File: src/rtl/riscv_uop_pkg.sv
// rtl/riscv_uop_pkg.sv - uop type and issue-channel definitions shared by ISSUE and the dispatch buffer
package riscv_uop_pkg;

  typedef struct packed {
    logic [6:0] opcode;
    logic [2:0] funct3;
    logic [4:0] rd;
    logic       rd_wr;
  } uop_t;

  typedef enum logic [0:0] {
    ISSUE_CH_ALU = 1'b0,
    ISSUE_CH_LSU = 1'b1
  } issue_ch_e;

  localparam int ISSUE_NUM_CH = 2;
  localparam int ISSUE_DATA_W = 32;

  // Reference layout; parametrised users pack the same field order at their own DATA_W.
  typedef struct packed {
    uop_t                    uop;
    logic [31:0]             pc;
    logic [ISSUE_DATA_W-1:0] op1;
    logic [ISSUE_DATA_W-1:0] op2;
  } issue_entry_t;

endpackage

File: src/rtl/issue_dispatch_buffer_ch_fifo.sv
// rtl/issue_dispatch_buffer_ch_fifo.sv - per-channel FIFO (module issue_ch_fifo) with flush and registered count
module issue_ch_fifo #(
  parameter int DEPTH = 4,
  parameter int W     = 32,
  localparam int AW    = $clog2(DEPTH),
  localparam int CNT_W = $clog2(DEPTH + 1)
) (
  input  logic             clk,
  input  logic             rst_n,
  input  logic             flush,
  input  logic             push,
  input  logic [W-1:0]     wdata,
  input  logic             pop,
  output logic [W-1:0]     rdata,
  output logic             full,
  output logic             empty,
  output logic [CNT_W-1:0] count
);

  logic [W-1:0] mem [DEPTH];
  logic [AW:0]  wr_ptr, rd_ptr;
  logic         do_pop;

  assign full   = (wr_ptr[AW] != rd_ptr[AW]) && (wr_ptr[AW-1:0] == rd_ptr[AW-1:0]);
  assign empty  = (wr_ptr == rd_ptr);
  assign do_pop = pop && !empty;
  assign rdata  = mem[rd_ptr[AW-1:0]];

  // Storage is not reset; validity comes only from the pointers.
  always_ff @(posedge clk) begin
    if (push) mem[wr_ptr[AW-1:0]] <= wdata;
  end

  always_ff @(posedge clk) begin
    if (!rst_n || flush) begin
      wr_ptr <= '0;
      rd_ptr <= '0;
      count  <= '0;
    end else begin
      if (push)   wr_ptr <= wr_ptr + 1'b1;
      if (do_pop) rd_ptr <= rd_ptr + 1'b1;
      case ({push, do_pop})
        2'b10:   count <= count + CNT_W'(1);
        2'b01:   count <= count - CNT_W'(1);
        default: count <= count;
      endcase
    end
  end

endmodule

File: src/rtl/issue_dispatch_buffer.sv
// rtl/issue_dispatch_buffer.sv - multi-channel issue buffer steering uops to per-FU FIFOs; optional ISSUE_BYPASS_EN
module issue_dispatch_buffer
  import riscv_uop_pkg::*;
#(
  parameter int NUM_CH = 2,
  parameter int DEPTH  = 4,
  parameter int DATA_W = 32,
  localparam int CH_W  = ($clog2(NUM_CH) > 0) ? $clog2(NUM_CH) : 1,
  localparam int CNT_W = $clog2(DEPTH + 1)
) (
  input  logic                           clk,
  input  logic                           rst_n,
  input  logic                           flush,
  input  logic                           s_valid,
  input  logic [CH_W-1:0]                s_ch,
  input  uop_t                           s_uop,
  input  logic [31:0]                    s_pc,
  input  logic [DATA_W-1:0]              s_op1,
  input  logic [DATA_W-1:0]              s_op2,
  output logic                           s_ready,
  output logic [NUM_CH-1:0]              m_valid,
  output uop_t [NUM_CH-1:0]              m_uop,
  output logic [NUM_CH-1:0][31:0]        m_pc,
  output logic [NUM_CH-1:0][DATA_W-1:0]  m_op1,
  output logic [NUM_CH-1:0][DATA_W-1:0]  m_op2,
  input  logic [NUM_CH-1:0]              m_ready,
  output logic [NUM_CH-1:0][CNT_W-1:0]   m_count
);

  localparam int ENTRY_W = $bits(uop_t) + 32 + 2 * DATA_W;

  logic [NUM_CH-1:0]    full, empty, byp, push;
  logic [2**CH_W-1:0]   full_pad;
  logic                 ch_ok;
  logic [ENTRY_W-1:0]   s_entry;

  assign s_entry = {s_uop, s_pc, s_op1, s_op2};

  always_comb begin
    full_pad = '0;
    full_pad[NUM_CH-1:0] = full;
  end

  // No full-push-through: a same-cycle pop does not reopen a full channel.
  assign ch_ok   = ({1'b0, s_ch} < (CH_W + 1)'(NUM_CH));
  assign s_ready = ch_ok && !flush && !full_pad[s_ch];

  for (genvar i = 0; i < NUM_CH; i++) begin : g_ch
    logic [ENTRY_W-1:0] head;
    logic               sel;

    assign sel = s_valid && s_ready && (s_ch == CH_W'(i));
`ifdef ISSUE_BYPASS_EN
    assign byp[i] = empty[i] && sel && m_ready[i];
`else
    assign byp[i] = 1'b0;
`endif
    assign push[i] = sel && !byp[i];

    issue_ch_fifo #(.DEPTH(DEPTH), .W(ENTRY_W)) u_fifo (
      .clk   (clk),
      .rst_n (rst_n),
      .flush (flush),
      .push  (push[i]),
      .wdata (s_entry),
      .pop   (m_ready[i]),
      .rdata (head),
      .full  (full[i]),
      .empty (empty[i]),
      .count (m_count[i])
    );

    assign m_valid[i] = !empty[i] || byp[i];
    assign {m_uop[i], m_pc[i], m_op1[i], m_op2[i]} =
      !empty[i] ? head : (byp[i] ? s_entry : '0);
  end

  a_ch_in_range: assert property (@(posedge clk) disable iff (!rst_n)
    s_valid |-> ({1'b0, s_ch} < (CH_W + 1)'(NUM_CH)));

endmodule
File: config.mk
export PLATFORM = sky130hd
export DESIGN_NAME = issue_dispatch_buffer
export DESIGN_NICKNAME = d
export VERILOG_FILES = /design/src/rtl/riscv_uop_pkg.sv /design/src/rtl/issue_dispatch_buffer_ch_fifo.sv /design/src/rtl/issue_dispatch_buffer.sv
export SDC_FILE = /design/constraint.sdc
export NUM_CORES = 1
export LEC_CHECK = 0
export ABC_AREA = 0
export CAP_MARGIN = 5
export CORE_MARGIN = 2
export CORE_UTILIZATION = 60
export CTS_CLUSTER_SIZE = 28
export DETAILED_ROUTE_END_ITERATION = 8
export GPL_ROUTABILITY_DRIVEN = 0
export GPL_TIMING_DRIVEN = 0
export PLACE_DENSITY = 0.87
export SYNTH_ARGS = -nofsm -noshare
export SYNTH_HDL_FRONTEND = slang
export SYNTH_SLANG_ARGS = --single-unit
export TNS_END_PERCENT = 1
File: constraint.sdc
create_clock -name clk -period 14.6 [get_ports clk]
set_input_delay 2.92 -clock clk [delete_from_list [all_inputs] [get_ports clk]]
set_output_delay 2.92 -clock clk [all_outputs]
set_load 0.03 [all_outputs]
== After elaboration in Yosys (flattened, before gate mapping) ==
Memories as Yosys holds them, arrays and structs flattened. A register that Yosys moved wholly into a read port is not among the register bits.
Index checks and enable logic that the tools add are counted.
Word-level totals
  flip-flop bits (word level): 18
  bits in latches: 0
  memory bits (writable): 896
  ROM bits: 0
  logic and storage cells: 58
  memories: 2
Cells by class
  add/sub/neg operators: 8
  $mul: 0
  div/mod/pow operators: 0
  magnitude comparators: 1
  equality and inequality tests: 10
  shifts and indexed selects: 0
  multiplexer cells: 14
  bitwise gates (word level): 1
  reductions and logical operators: 16
Memory list
  g_ch[0].u_fifo.mem: words 4, bits a word 112, read ports 1, clocked after Yosys merged registers in 1, write ports 1, line issue_dispatch_buffer_ch_fifo.sv:20  | logic [W-1:0] mem [DEPTH];
  g_ch[1].u_fifo.mem: words 4, bits a word 112, read ports 1, clocked after Yosys merged registers in 1, write ports 1, line issue_dispatch_buffer_ch_fifo.sv:20
Operators by type and width (count)
  2-to-1 mux 112 bit: 2
  adder 3 x 1 -> 3 bit (second input constant): 6
  case mux 3 bit (2 select lines): 2
  logical AND 1 bit: 8
  2-to-1 mux 2 bit: 4
  == test 3 bit: 2
  2-to-1 mux 1 bit: 6
  subtractor 3 x 1 -> 3 bit (second input constant): 2
  logical NOT 1 bit: 5
  == test 2 x 1 -> 1 bit (second input constant): 2
  == test 2 bit: 2
  == test 2 bit (second input constant): 2
  nonzero test 2 bit: 2
  less-than comparator 1 x 2 -> 1 bit (second input constant): 1
  inequality test 1 bit: 2
  logical OR 1 bit: 1
  inverter 1 bit: 1

== Longest topological paths before layout ==
  depth in word-level cells: 10
  mapped depth: 9
  depth with buffers taken out: 9

== Cells and area by module ==
From an unflattened synthesis, not the netlist that was laid out.
Second synthesis, totals
  cells, all modules: 1572
  area total of the unflattened synthesis: 35399.0 um2
By module, submodules not included
  issue_ch_fifo: instances 2, cells an instance 659, area an instance 16901.2 um2, sequential area each 13673.1 um2
  issue_dispatch_buffer: instances 1, cells an instance 254, area an instance 1596.5 um2, sequential area each 0.0 um2

== Worst setup path before layout ==
Ideal clock, no wire load.
  path type: input -> register
  start point: in s_ch
  end point: mem g_ch[0].u_fifo.mem[3][0] (netlist bit), enable pin
  data arrival time: 8.693 ns
  path slack: 5.287 ns
  stages on the path: 3
  path buffers: 0
  cell sequence: nor3b_1 nand2_1 a21oi_1
Between the ends
  word-level cells in the longest chain between the ends: 8
  elaborated cells between the ends (all ways): 9
RTL lines
  start, declared: line issue_dispatch_buffer.sv:15  | input logic [CH_W-1:0] s_ch,
  2-to-1 mux 1 bit (not written as such) (2 in a row): line issue_dispatch_buffer.sv:46  | assign s_ready = ch_ok && !flush && !full_pad[s_ch];
  logical NOT 1 bit: line issue_dispatch_buffer.sv:46
  logical AND 1 bit: line issue_dispatch_buffer.sv:46
  logical AND 1 bit: line issue_dispatch_buffer.sv:52  | assign sel = s_valid && s_ready && (s_ch == CH_W'(i));
  logical AND 1 bit *: line issue_dispatch_buffer.sv:52
  2-to-1 mux 1 bit *: line issue_dispatch_buffer_ch_fifo.sv:31  | if (push) mem[wr_ptr[AW-1:0]] <= wdata;
  2-to-1 mux 1 bit (not written as such) *: line issue_dispatch_buffer_ch_fifo.sv:31
  end, declared: line issue_dispatch_buffer_ch_fifo.sv:20
Mark *: on every way between the ends. The rest lies on a longest branch, timed or not. The select of a mux whose other input is x is not followed.

== Worst setup path in the final report ==
  start point: in s_ch
  end point: out s_ready
Between the ends
  word-level cells in the longest chain between the ends: 4
RTL lines
  2-to-1 mux 1 bit (not written as such) (2 in a row): line issue_dispatch_buffer.sv:46
  logical NOT 1 bit: line issue_dispatch_buffer.sv:46
  logical AND 1 bit: line issue_dispatch_buffer.sv:46
  end, declared: line issue_dispatch_buffer.sv:20  | output logic s_ready,
No other way between the ends. The select of a mux whose other input is x is not followed.

==> flow_results.org <==
** Setup path
- Crit path kind :: in -> out
- Data required time at the worst endpoint :: 11.68 ns
- Startpoint type of the worst setup path :: input port
- Register-to-Register Path Depth :: 7
- For the worst setup path, the data arrival time is 4.39 ns.
- In this run the critical register-to-register path is launched from g_ch[0].u_fifo.wr_ptr[0].
- In this run the worst setup path begins at s_ch.
- STA classifies the critical path endpoint as a primary output.
- Max Fanout on Critical Path :: 5

** Clock tree
- Number of gates resized after cts :: 0
- Num CTS Buffers :: 88
- TritonCTS built the clock tree.
- The tree is rooted in a clkbuf_16.
- Max Buffers Root-to-Sink :: 3
- The clock net in this run drives a total of 918 sinks.
- The number of setup buffers added after CTS is 0.
- Clock-pin slew reported for the worst setup and hold paths after clock tree synthesis :: 0.06 ns
- H-tree depth reported by CTS :: 3
- Post-CTS Hold Fix Bufs :: 0
- Clock network latency to the later pin of the worst-skew pair :: 0.62 ns

** Route
- Drt pass-1 iters :: 5
- Summed over all layers, the routed wires come to 81,200 um.
- The detailed router finished its first iteration with 1,823 violations.
- The routed layout has 17,400 vias.
- Wire length per cell :: 28.3 um
- DRC :: 0
- Dividing the detail-routed via count by the number of cells gives 6.06.
- Number of nets still failing antenna checks after routing :: 0

** Final layout
- Filler cell count :: 3,054
- Most common library cell in the layout ignoring fill and taps :: edfxtp_1
- Relative area change from synthesis to final layout :: 22.0%
- Of the cells placed in the final design, the portion with a size suffix greater than 1 is 0.198.
- Once layout is complete, the utilization of the core stands at 0.741.
- The count of cells in the finished layout, fillers not included, comes to 2,872.
- Summed area of non-filler cells in the final layout :: 0.0428 mm^2
- In the final design database the tool counted 2,160 nets.
- Most frequent cells in the layout :: 896 x edfxtp_1, 351 x clkdlybuf4s50_1, 224 x mux4_2, 224 x nor2b_1, 91 x clkbuf_16

** Timing
- Unrepaired setup endpoints after global routing :: no
- Final Max Tran Viols :: 0
- Hold timing on the final database bottoms out at a slack of 0.528 ns.
- Final min period :: 7.31 ns
- Worst rel slew slack :: 0.319
- Worst clock skew :: 0.0286 ns
- Hold Vio Cnt, Final :: 0
- Timing-limited maximum frequency :: 137 MHz
- Final setup viols :: 0
- In the finished design, the share of the clock period the worst path needs comes to 0.500.
- At the pin with the least slew margin, the transition time is 1.02 ns.

** Floorplan
- The core region is 0.0578 mm^2.
- The floorplan step set the die height to 246 um.
- Top-level I/O count :: 352
- Row Count :: 88
- The die is 246 um wide.
- Die ar. :: 0.0605 mm^2
- Initial core utilization :: 0.608

** Global routing
- The number of global-route vias before repair is 18,200.
- In the global route stage, overall resource usage came out at 0.274.
- Entering global routing, the biggest net connects 54 pins.
- Number of antenna violations at the first check in global routing :: 8
- Global-route wire length before repair :: 120,000 um
- Total global routing overflow :: 0

** Yosys
- Dominant synthesized flop cell :: edfxtp_1
- Of the post-synthesis cell area, the dominant cell type holds 0.766.
- Synthesis inferred 918 register bits.
- The cell count after synthesis came out at 1,566.
- Synth unique cells :: 40
- Sorting the synthesized cells by area gives the leading types as edfxtp_1 77%, mux4_2 14%, nor2b_1 4.0%.
- Fraction of registers with async set or reset after synthesis :: 0
- The synthesized netlist occupies a cell area of 0.0351 mm^2.
- A synthesized cell averages 22.4 um^2.
- Net count after synthesis :: 1,699
- The Yosys step of the flow raised 0 warnings.
- Register area share after synthesis :: 0.779
- EDFF count, synth :: 896
- The largest total area in the synthesized netlist belongs to edfxtp_1.

** Placement
- Port Buffer Count :: 351
- Post-DP HPWL :: 49,500 um
- Once placement completed, the tool counted placed cells totaling 2,702.
- Placement-stage cell area :: 0.0402 mm^2

** Min path
- Class of the tightest hold or removal check :: reg -> reg
- Along the worst hold path, the cell count comes to 2.
- The startpoint identified for the worst hold timing path is g_ch[0].u_fifo.count[2].

** Power
- Overall power consumption after layout is estimated at 0.00522 W.
- Areal power density over the cells :: 122 mW/mm^2
- Summed over all cells, the static leakage comes to 13.2 nW.
- IR analysis of the VDD net gives a maximum drop of 109 uV.

** Outcome
- The flow ran to the end, and the final reports show no timing, DRC or antenna violations.

** Job
- Max-cap violations in this run came to 0.
-- state kept, by name, summed over array words and instances, names as in the netlist, named ones only --
name                cells
g_ch.u_fifo.mem       896
g_ch.u_fifo.wr_ptr      6
g_ch.u_fifo.count       6
g_ch.u_fifo.rd_ptr      6
-- per-stage QoR --
stage	setup TNS, ns	setup WS [ns]
final	0	7.29
after floorplan	0	5.29
after CTS	0	7.28
after global routing	0	7.17
after detailed placement	0	7.28
after global placement	-44.56	-0.418
-- synthesized netlist by cell type, types with 2 or more instances --
library cell  instances
a21oi_1               6
a31oi_1               4
a32o_1                2
and2_1                7
buf_1                10
buf_2                22
buf_4                 4
buf_6                17
clkbuf_1             20
clkbuf_2              3
dfxtp_1              22
edfxtp_1            896
fa_1                  2
ha_1                 12
inv_1                15
mux2i_1               2
mux4_2              224
nand2_1               9
nand2b_1              3
nand3b_1              2
nor2_1               15
nor2b_1             224
o21ai_0               6
o311ai_0              2
o31ai_1               2
or3_1                 5
xnor2_1               7
xor2_1               11
-- critical path, cell delays in order --
cell and delay (ns):
clkdlybuf4s50_1 0.48, o32ai_1 0.33, nor2_1 0.07, clkdlybuf4s50_1 0.59
-- path summary, 6_finish.rpt --
kind / to / slack (ns)
worst max-delay path: s_ready / 7.29
worst min-delay path: g_ch[0].u_fifo.count[2] / 0.53
worst max register to register: g_ch[0].u_fifo.mem[3][64] / 11.61
worst min register to register: g_ch[0].u_fifo.count[2] / 0.53
-- where the power goes --
part / internal [W] / switching [W]
clock: 0.00119 / 0.000925
sequential: 0.00291 / 0.00000613
combinational: 0.0000831 / 0.000108
-- cell families (layout without fill, tap and decap cells) --
logic type / after synthesis / count (layout) / synth area share
flops: 918 / 918 / 0.779
simple gates: 271 / 271 / 0.0468
mux: 226 / 226 / 0.144
buf+inv: 91 / 625 / 0.0147
compound gates: 27 / 27 / 0.00531
xor+xnor: 19 / 19 / 0.00495
fa+ha+maj: 14 / 14 / 0.00541
other cells: 0 / 7 / 0
-- cell type report --
class                           instances  area (um^2)  area share
Inverter                               15         56.3     0.00131
Clock inverter                         44          260     0.00607
Clock buffer                          119         2400      0.0561
Multi-Input combinational cell        557         7290       0.170
Sequential cell                       918        27300       0.638
Timing Repair Buffer                  371         4060      0.0947
Buffer                                 76          459      0.0107
Tap cell                              765          957      0.0223
Antenna cell                            7         17.5    0.000409
-- metal layers --
layer  share of wire  track usage  vias up
met1            0.37        0.364     9170
li1                -            -     7319
met4           0.022       0.0784        6
met5         0.00043            0        -
met2            0.52        0.460      804
met3           0.085       0.0636      119
No activity file was read; power rests on OpenSTA's default activity.
